**src/rtl/dcm_lock_sequencer_if.sv**
```systemverilog
// Handshake bundle between the DCM lock sequencer and the DCM chain / user logic.
// The sequencer drives the DCM resets and status; the environment drives lock and restart.
interface dcm_lock_sequencer_if #(
    parameter int NUM_STAGES  = 4,
    parameter int MAX_RETRIES = 3
);
    localparam int SW = (NUM_STAGES > 1) ? $clog2(NUM_STAGES) : 1;
    localparam int RW = (MAX_RETRIES > 0) ? $clog2(MAX_RETRIES + 1) : 1;

    logic [NUM_STAGES-1:0] stage_locked;
    logic                  restart;
    logic [NUM_STAGES-1:0] stage_rst;
    logic                  sys_rst_n;
    logic                  clk_locked;
    logic                  fault;
    logic [SW-1:0]         active_stage;
    logic [RW-1:0]         retry_count;

    modport master (
        input  stage_locked, restart,
        output stage_rst, sys_rst_n, clk_locked, fault, active_stage, retry_count
    );

    modport slave (
        output stage_locked, restart,
        input  stage_rst, sys_rst_n, clk_locked, fault, active_stage, retry_count
    );
endinterface

```
**src/rtl/dcm_lock_sequencer.sv**
```systemverilog
// Releases a chain of cascaded DCMs one stage at a time, retries the whole chain on
// lock timeout, re-sequences from the first stage that loses lock, and gates user reset.
module dcm_lock_sequencer #(
    parameter int NUM_STAGES    = 4,
    parameter int RST_CYCLES    = 4,
    parameter int LOCK_TIMEOUT  = 1024,
    parameter int SETTLE_CYCLES = 64,
    parameter int MAX_RETRIES   = 3
) (
    input  logic                 clk,
    input  logic                 rst_n,
    dcm_lock_sequencer_if.master bus
);
    localparam int SW      = (NUM_STAGES > 1) ? $clog2(NUM_STAGES) : 1;
    localparam int RW      = (MAX_RETRIES > 0) ? $clog2(MAX_RETRIES + 1) : 1;
    localparam int M01     = (RST_CYCLES > LOCK_TIMEOUT) ? RST_CYCLES : LOCK_TIMEOUT;
    localparam int CNT_MAX = (M01 > SETTLE_CYCLES) ? M01 : SETTLE_CYCLES;
    localparam int CW      = $clog2(CNT_MAX + 1);

    localparam logic [SW-1:0] LAST_STAGE   = SW'(NUM_STAGES - 1);
    localparam logic [RW-1:0] RETRY_LIMIT  = RW'(MAX_RETRIES);
    localparam logic [CW-1:0] RST_LAST     = CW'(RST_CYCLES - 1);
    localparam logic [CW-1:0] TIMEOUT_LAST = CW'(LOCK_TIMEOUT - 1);
    localparam logic [CW-1:0] SETTLE_LAST  = CW'(SETTLE_CYCLES - 1);

    typedef enum logic [2:0] {
        ST_HOLD, ST_WAIT, ST_SETTLE, ST_RUN, ST_FAULT
    } state_t;

    state_t                state_reg, state_next;
    logic [SW-1:0]         cur_reg, cur_next;
    logic [CW-1:0]         cnt_reg, cnt_next, cnt_inc;
    logic [RW-1:0]         retries_reg, retries_next;
    logic [NUM_STAGES-1:0] sync_reg, lock_s_reg;
    logic [NUM_STAGES-1:0] stage_rst_reg, stage_rst_next;
    logic                  sys_rst_n_reg, sys_rst_n_next;
    logic                  clk_locked_reg, clk_locked_next;
    logic                  fault_reg, fault_next;
    logic                  any_low, lower_low;
    logic [SW-1:0]         low_idx, lower_idx;

    // LOCKED_OUT is asynchronous to the board clock; every decision uses lock_s_reg.
    always_ff @(posedge clk or negedge rst_n) begin
        if (!rst_n) begin
            sync_reg   <= '0;
            lock_s_reg <= '0;
        end else begin
            sync_reg   <= bus.stage_locked;
            lock_s_reg <= sync_reg;
        end
    end

    always_ff @(posedge clk or negedge rst_n) begin
        if (!rst_n) begin
            state_reg      <= ST_HOLD;
            cur_reg        <= '0;
            cnt_reg        <= '0;
            retries_reg    <= '0;
            stage_rst_reg  <= '1;
            sys_rst_n_reg  <= 1'b0;
            clk_locked_reg <= 1'b0;
            fault_reg      <= 1'b0;
        end else begin
            state_reg      <= state_next;
            cur_reg        <= cur_next;
            cnt_reg        <= cnt_next;
            retries_reg    <= retries_next;
            stage_rst_reg  <= stage_rst_next;
            sys_rst_n_reg  <= sys_rst_n_next;
            clk_locked_reg <= clk_locked_next;
            fault_reg      <= fault_next;
        end
    end

    // Lowest unlocked stage overall, and lowest unlocked stage below the one being sequenced.
    always_comb begin
        any_low   = 1'b0;
        low_idx   = '0;
        lower_low = 1'b0;
        lower_idx = '0;
        for (int i = NUM_STAGES - 1; i >= 0; i--) begin
            if (!lock_s_reg[i]) begin
                any_low = 1'b1;
                low_idx = SW'(i);
                if (SW'(i) < cur_reg) begin
                    lower_low = 1'b1;
                    lower_idx = SW'(i);
                end
            end
        end
    end

    assign cnt_inc = (cnt_reg == '1) ? cnt_reg : cnt_reg + CW'(1);

    always_comb begin
        state_next   = state_reg;
        cur_next     = cur_reg;
        cnt_next     = cnt_reg;
        retries_next = retries_reg;
        if (bus.restart) begin
            state_next   = ST_HOLD;
            cur_next     = '0;
            cnt_next     = '0;
            retries_next = '0;
        end else begin
            case (state_reg)
                ST_HOLD: begin
                    if (cnt_reg >= RST_LAST) begin
                        state_next = ST_WAIT;
                        cnt_next   = '0;
                    end else begin
                        cnt_next = cnt_inc;
                    end
                end
                ST_WAIT: begin
                    if (!lock_s_reg[cur_reg] && cnt_reg >= TIMEOUT_LAST) begin
                        cnt_next = '0;
                        if (retries_reg >= RETRY_LIMIT) begin
                            state_next = ST_FAULT;
                        end else begin
                            state_next   = ST_HOLD;
                            cur_next     = '0;
                            retries_next = retries_reg + RW'(1);
                        end
                    end else if (lower_low) begin
                        state_next = ST_HOLD;
                        cur_next   = lower_idx;
                        cnt_next   = '0;
                    end else if (lock_s_reg[cur_reg]) begin
                        if (cur_reg == LAST_STAGE) begin
                            // The cycle that saw the final lock counts as the first settled cycle.
                            state_next = ST_SETTLE;
                            cnt_next   = CW'(1);
                        end else begin
                            state_next = ST_HOLD;
                            cur_next   = cur_reg + SW'(1);
                            cnt_next   = '0;
                        end
                    end else begin
                        cnt_next = cnt_inc;
                    end
                end
                ST_SETTLE: begin
                    if (any_low) begin
                        state_next = ST_HOLD;
                        cur_next   = low_idx;
                        cnt_next   = '0;
                    end else if (cnt_reg >= SETTLE_LAST) begin
                        state_next   = ST_RUN;
                        cnt_next     = '0;
                        retries_next = '0;
                    end else begin
                        cnt_next = cnt_inc;
                    end
                end
                ST_RUN: begin
                    if (any_low) begin
                        state_next = ST_HOLD;
                        cur_next   = low_idx;
                        cnt_next   = '0;
                    end
                end
                ST_FAULT: begin
                    state_next = ST_FAULT;
                end
                default: begin
                    state_next = ST_HOLD;
                    cur_next   = '0;
                    cnt_next   = '0;
                end
            endcase
        end
    end

    // Outputs are decoded from the next state so that they register together with it.
    always_comb begin
        sys_rst_n_next  = (state_next == ST_RUN);
        clk_locked_next = (state_next == ST_RUN);
        fault_next      = (state_next == ST_FAULT);
    end

    generate
        for (genvar gi = 0; gi < NUM_STAGES; gi++) begin : g_stage_rst
            assign stage_rst_next[gi] = (state_next == ST_FAULT)
                                     || ((state_next == ST_HOLD) && (SW'(gi) >= cur_next))
                                     || ((state_next == ST_WAIT) && (SW'(gi) >  cur_next));
        end
    endgenerate

    assign bus.stage_rst    = stage_rst_reg;
    assign bus.sys_rst_n    = sys_rst_n_reg;
    assign bus.clk_locked   = clk_locked_reg;
    assign bus.fault        = fault_reg;
    assign bus.active_stage = cur_reg;
    assign bus.retry_count  = retries_reg;
endmodule

```
**src/flat_wrapper.sv**
```systemverilog
// flat-port wrapper written by rule: the top's interface ports become plain ports
module dcm_lock_sequencer_flat 
#(
    parameter int NUM_STAGES    = 4,
    parameter int RST_CYCLES    = 4,
    parameter int LOCK_TIMEOUT  = 1024,
    parameter int SETTLE_CYCLES = 64,
    parameter int MAX_RETRIES   = 3
)
  (clk, rst_n, bus_stage_locked, bus_restart, bus_stage_rst, bus_sys_rst_n, bus_clk_locked, bus_fault, bus_active_stage, bus_retry_count);
  dcm_lock_sequencer_if #(.NUM_STAGES(NUM_STAGES), .MAX_RETRIES(MAX_RETRIES)) bus_i ();
  input  logic clk;
  input  logic rst_n;
  input wire logic [$bits(bus_i.stage_locked)-1:0] bus_stage_locked;
  input wire logic [$bits(bus_i.restart)-1:0] bus_restart;
  output wire logic [$bits(bus_i.stage_rst)-1:0] bus_stage_rst;
  output wire logic [$bits(bus_i.sys_rst_n)-1:0] bus_sys_rst_n;
  output wire logic [$bits(bus_i.clk_locked)-1:0] bus_clk_locked;
  output wire logic [$bits(bus_i.fault)-1:0] bus_fault;
  output wire logic [$bits(bus_i.active_stage)-1:0] bus_active_stage;
  output wire logic [$bits(bus_i.retry_count)-1:0] bus_retry_count;
  assign bus_i.stage_locked = bus_stage_locked;
  assign bus_i.restart = bus_restart;
  assign bus_stage_rst = bus_i.stage_rst;
  assign bus_sys_rst_n = bus_i.sys_rst_n;
  assign bus_clk_locked = bus_i.clk_locked;
  assign bus_fault = bus_i.fault;
  assign bus_active_stage = bus_i.active_stage;
  assign bus_retry_count = bus_i.retry_count;
  dcm_lock_sequencer #(.NUM_STAGES(NUM_STAGES), .RST_CYCLES(RST_CYCLES), .LOCK_TIMEOUT(LOCK_TIMEOUT), .SETTLE_CYCLES(SETTLE_CYCLES), .MAX_RETRIES(MAX_RETRIES)) u_core (.clk(clk), .rst_n(rst_n), .bus(bus_i));
endmodule
```
**config.mk**
```make
export PLATFORM = sky130hd
export DESIGN_NAME = dcm_lock_sequencer_flat
export DESIGN_NICKNAME = d
export VERILOG_FILES = /design/src/rtl/dcm_lock_sequencer_if.sv /design/src/rtl/dcm_lock_sequencer.sv /design/src/flat_wrapper.sv
export SDC_FILE = /design/constraint.sdc
export NUM_CORES = 1
export LEC_CHECK = 0
export CORE_ASPECT_RATIO = 1.2
export CORE_MARGIN = 2
export CORE_UTILIZATION = 60
export DETAILED_ROUTE_END_ITERATION = 6
export PLACE_DENSITY = 0.84
export SLEW_MARGIN = 20
export SYNTH_ARGS = -nofsm -noshare
export SYNTH_HDL_FRONTEND = slang
export SYNTH_SLANG_ARGS = --single-unit
```
**constraint.sdc**
```tcl
create_clock -name clk -period 4.3 [get_ports clk]
set_clock_uncertainty 0.05 [all_clocks]
set_input_delay 0.43 -clock clk [delete_from_list [all_inputs] [get_ports clk]]
set_output_delay 0.43 -clock clk [all_outputs]
set_load 0.02 [all_outputs]
```
Word level (Yosys, flattened, before mapping)
Index checks and enable logic that the tools add are counted.

Word-level logic and storage cells: 131. Bits in registers: 32.

Reduce and logical (&&, ||, !) cells: 25. Order comparisons: 17. Equality and inequality tests: 15. Mux-type cells: 62. Add/subtract/negate cells: 3.

Operator list (count): $mux W11 (9); $pmux W11 S5 (1); $mux W2 (25); $mux W3 (9); $pmux W3 S5 (1); $mux W1 (14); $add A11 B1 Y11 const B (1); $eq A11 B11 Y1 const B (1); $ge A11 B10 Y1 const B (1); $ge A11 B2 Y1 const B (1); $ge A11 B6 Y1 const B (1); $eq A3 B2 Y1 const B (3); $logic_and A1 B1 Y1 (9); $ne A3 B2 Y1 const B (3); $logic_or A1 B1 Y1 (8); $eq A3 B1 Y1 const B (2); $eq A3 B3 Y1 const B (2); $logic_not A3 Y1 (2); $ne A3 B3 Y1 const B (2); $pmux W2 S3 (1); $reduce_and A5 Y1 (1); $add A2 B1 Y2 const B (2); $ge A1 B2 Y1 const A (2); $ge A2 B2 Y1 const A (2); other kinds (14) (19).

Depth between registers and ports, before layout
Word-level depth: 17. Depth in mapped cells: 8.

Worst setup path before layout
No wires, ideal clock.

Kind: register to register. Start: register u_core.cur_reg[0] (netlist: u_core.bus.active_stage[0]). End: register u_core.cnt_reg[3]. Slack: 2.118 ns. Data required time: 4.177 ns. Clock period less this slack: 2.182 ns. Buffers on the path: 2. Stages on the path, launching flop included: 8. Arrival time: 2.059 ns. Path through: dfrtp_1 buf_4 mux4_2 a2111oi_4 o31a_4 buf_6 nand2_2 a21oi_2.

Longest elaborated chain between the ends: 13. Elaborated cells on any way between the ends: 21.

RTL lines: from (decl) (RTL line dcm_lock_sequencer.sv:31) `logic [SW-1:0] cur_reg, cur_next;`; from (signal assigned) (RTL line dcm_lock_sequencer.sv:65) `cur_reg <= cur_next;`; $lt A2 B2 Y1 (RTL line dcm_lock_sequencer.sv:85) `if (SW'(i) < cur_reg) begin`; $mux W1 (RTL line dcm_lock_sequencer.sv:85); $mux W1 (RTL line dcm_lock_sequencer.sv:82) `if (!lock_s_reg[i]) begin`; $mux W1 (RTL line dcm_lock_sequencer.sv:85); $mux W1 (RTL line dcm_lock_sequencer.sv:82); $mux W1 (RTL line dcm_lock_sequencer.sv:85); $mux W1 (RTL line dcm_lock_sequencer.sv:82); $mux W1 (RTL line dcm_lock_sequencer.sv:85); $mux W1 (RTL line dcm_lock_sequencer.sv:82); $mux W11 (RTL line dcm_lock_sequencer.sv:125) `end else if (lower_low) begin`; $mux W11 * (RTL line dcm_lock_sequencer.sv:116) `if (!lock_s_reg[cur_reg] && cnt_reg >= TIMEOUT_LAST) begin`; $pmux W11 S5 * (RTL line dcm_lock_sequencer.sv:106) `case (state_reg)`; $mux W11 * (RTL line dcm_lock_sequencer.sv:100) `if (bus.restart) begin`; to (signal assigned) (RTL line dcm_lock_sequencer.sv:66) `cnt_reg <= cnt_next;`; to (decl) (RTL line dcm_lock_sequencer.sv:32) `logic [CW-1:0] cnt_reg, cnt_next, cnt_inc;`.

Mark *: on every way between the ends. The rest lies on a longest branch, timed or not. The select of a mux whose other input is x is not followed. A chain may end at the register's enable or synchronous reset.

Worst setup path in the final report
Start: register u_core.state_reg[2]. End: register u_core.cnt_reg[4].

Longest elaborated chain between the ends: 3. Elaborated cells on any way between the ends: 10.

RTL lines: from (decl) (RTL line dcm_lock_sequencer.sv:30) `state_t state_reg, state_next;`; from (signal assigned) (RTL line dcm_lock_sequencer.sv:64) `state_reg <= state_next;`; $eq A3 B3 Y1 (tied with other cells) (RTL line dcm_lock_sequencer.sv:106); $pmux W11 S5 (tied with other cells) (RTL line dcm_lock_sequencer.sv:106); $mux W11 or $reduce_and A2 Y1 (tied branches).

Several ways; a longest one is shown, not always the timed one.

==> metrics.yaml <==
status: "finished, violations left"
violations: "hold timing"
h-tree-depth: 2
synth_area_per_cell_sq_um: 9.68
p_switching_uw: 239
design_area_sq_mm: 0.00198
slew_viol_final: 0
cp.arrival_ns: 2.56
setup-violations-final: 0
cts_root_buffer: "clkbuf_4"
dp_slack_ns: 1.98
max_freq_mhz: 425
worstPathMaxFanout: 12
hold_slack_ns: -0.0148
maxCapViolCount: 0
cts_buffers: 5
drtPass1Iterations: 4
drt_iter0_drc: 35
p_comb_share_pct: 28.1
postRouteAntennaNets: 0
place_hpwl_mm: 2.68
clk_pin_slew_ns: 0.10
peakVddDrop_uv: 212
critical_path.cell_chain: "nand4b_1 > nor2_1 > nand2_1 > a21oi_1 > o21ai_0 > a21oi_1"
yosys.area.top_type: "dfrtp_1"
syn_area_sq_mm: 0.00175
swShare_pct: 32.3
crit_type: "reg -> reg"
cts.sinks: 32
ys_top_cells_by_area: "dfrtp_1 40%, dfstp_2 6.0%, nor2_1 4.5%, a21oi_1 4.0%, nand2_1 3.2%"
cp-end-kind: "register"
largest_reg_flops: 11
routedWlPerCell_um: 15.7
core_area_sq_mm: 0.00279
fin_crit_ns: 2.35
cts_tree: "built"
period_share_pct: 54.7
nNetsFinal: 208
die-width_um: 53.3
syn-num-nets: 190
num_io_pins: 18
seqPwrFrac_pct: 47.7
n_antenna_cell: 0
finalSetupTns_ns: 0
reg2reg_depth: 6
seq_area_frac_synth_pct: 46.0
slew_headroom_pct: 39.5
critPathSlowestCell: "a21oi_1"
synth-seq-cells: 32
mostFrequentLayoutCells: "28 x dfrtp_1, 21 x nor2_1, 16 x clkdlybuf4s50_1, 15 x nand2_1, 14 x a21oi_1"
seq_area_sq_um: 806
hold_viol: 15
p_int_uw: 500
numPortBuffers: 17
grt_pass1_wl_mm: 6.38
start_util_pct: 62.9
cp_slowest_stage_delay_ns: 0.71
ctsResizeCount: 0
layout_commonest_cell: "dfrtp_1"
drcViolationCount: 0
die-height_um: 63.2
vias: 1510
synthArstFlopShare_pct: 100
first_global_vias: 1436
clkPwrFrac_pct: 24.2
postCtsSetupRepairBufs: 0
grt.total_usage_pct: 26.0
place_area_sq_mm: 0.00193
synth_ff_type: "dfrtp_1"
overflow: 0
cpMostUsedCell: "a21oi_1"
rsz0062_at_grt: "no"
leakage_uw: 0.000842
synthCells: 181
syn_to_final_growth_pct: 13.0
multi_input_area_sq_um: 882
hold_class: "in -> async"
finalWirelength_mm: 3.69
cts.hold.buffers_added: 0
required_ns: 4.51
worst_pin_slew_ns: 0.907
antenna_found_initial: 0
grt_max_degree: 23
clk_path_buf_depth: 2
synth_top_area_share_pct: 40.0
synth_edf_count: 0
synth_cell_types: 50
power_density_mw_per_mm2: 373
fin_ws_ns: 1.95
clock_latency_ns: 0.33
drive_above_1_share_pct: 12.0
dieArea_sq_mm: 0.00337
synth_warnings: 0
vias_per_cell: 6.45
start_kind: "register"
gp_congestion: 0.927
fillers: 220
core.rowCount: 21
==> cell families (layout without fill, tap and decap cells) <==
group	count (synthesis)	count (layout)	share of synthesized area, %
compound gates	52	52	21.9
fa+ha+maj	2	2	1.43
buf+inv	12	31	3.71
simple gates	79	79	24.1
mux	3	3	2.43
flops	32	32	46.0
xor+xnor	1	1	0.500
==> metrics by stage <==
step	util (%)	total power, uW	hold WS [ns]	cells
6_report	71.1	739	-0.0148	234
2_1_floorplan	-	519	0.0844	181
5_1_grt	71.1	790	0.00882	234
3_3_place_gp	69.2	555	0.282	226
3_5_place_dp	69.2	565	0.286	226
4_1_cts	71.3	747	0.305	234
==> worst max-delay path: cells and delay by family (launching register included) <==
| family | cells | cell delay [ns] |
|---|---|---|
| simple gates | 3 | 0.61 |
| compound gates | 3 | 1.07 |
| flops | 1 | 0.54 |
==> routing by layer <==
layer | share of wire (%) | global-route usage, %
met5 | 0 | 0
met1 | 40 | 29.6
met4 | 3.6 | 13.8
met2 | 52 | 42.1
met3 | 4.3 | 8.29
==> synth_stat cells (2+ instances only) <==
| cell type | number |
|---|---|
| nand4b_1 | 2 |
| nand3b_1 | 2 |
| mux2i_1 | 2 |
| a41oi_1 | 2 |
| or2_2 | 2 |
| nand4_1 | 3 |
| nor3b_1 | 4 |
| buf_4 | 2 |
| inv_1 | 5 |
| dfstp_2 | 4 |
| buf_2 | 4 |
| a211oi_1 | 2 |
| o21ai_0 | 8 |
| a31oi_1 | 4 |
| ha_1 | 2 |
| a21oi_1 | 14 |
| nor2_1 | 21 |
| a22o_1 | 4 |
| nand3_1 | 10 |
| nand2_1 | 15 |
| nor3_1 | 7 |
| and3_1 | 3 |
| a21o_1 | 5 |
| dfrtp_1 | 28 |
==> power by group through the flow <==
| stage | Combinational [uW] | Clock (uW) | Sequential (uW) |
|---|---|---|---|
| detailed placement | 208 | 0 | 357 |
| finish | 208 | 179 | 353 |
| global placement | 199 | 0 | 355 |
| floorplan | 162 | 0 | 356 |
| CTS | 208 | 186 | 352 |
| global route | 230 | 202 | 358 |
==> path summary, 6_finish.rpt <==
kind,startpoint,end,slack [ns]
hold reg to reg,u_core.sync_reg[3]$_DFF_PN0_,u_core.lock_s_reg[3]$_DFF_PN0_,0.30
max in group asynchronous,rst_n,u_core.bus.stage_rst[0]$_DFF_PN1_,3.60
hold / removal,rst_n,u_core.bus.active_stage[0]$_DFF_PN0_,-0.01
setup reg to reg,u_core.state_reg[2]$_DFF_PN0_,u_core.cnt_reg[4]$_DFFE_PN0P_,1.95
min in group clk,u_core.sync_reg[3]$_DFF_PN0_,u_core.lock_s_reg[3]$_DFF_PN0_,0.30
setup / recovery,u_core.state_reg[2]$_DFF_PN0_,u_core.cnt_reg[4]$_DFFE_PN0P_,1.95
==> final cells by class <==
cell class                      count  area share [%]
Timing Repair Buffer               18            8.72
Inverter                            5           0.948
Sequential cell                    32            40.7
Multi-Input combinational cell    137            44.5
Tap cell                           34            2.15
Clock buffer                        8            2.97
Power figures use the tool's default switching activity.
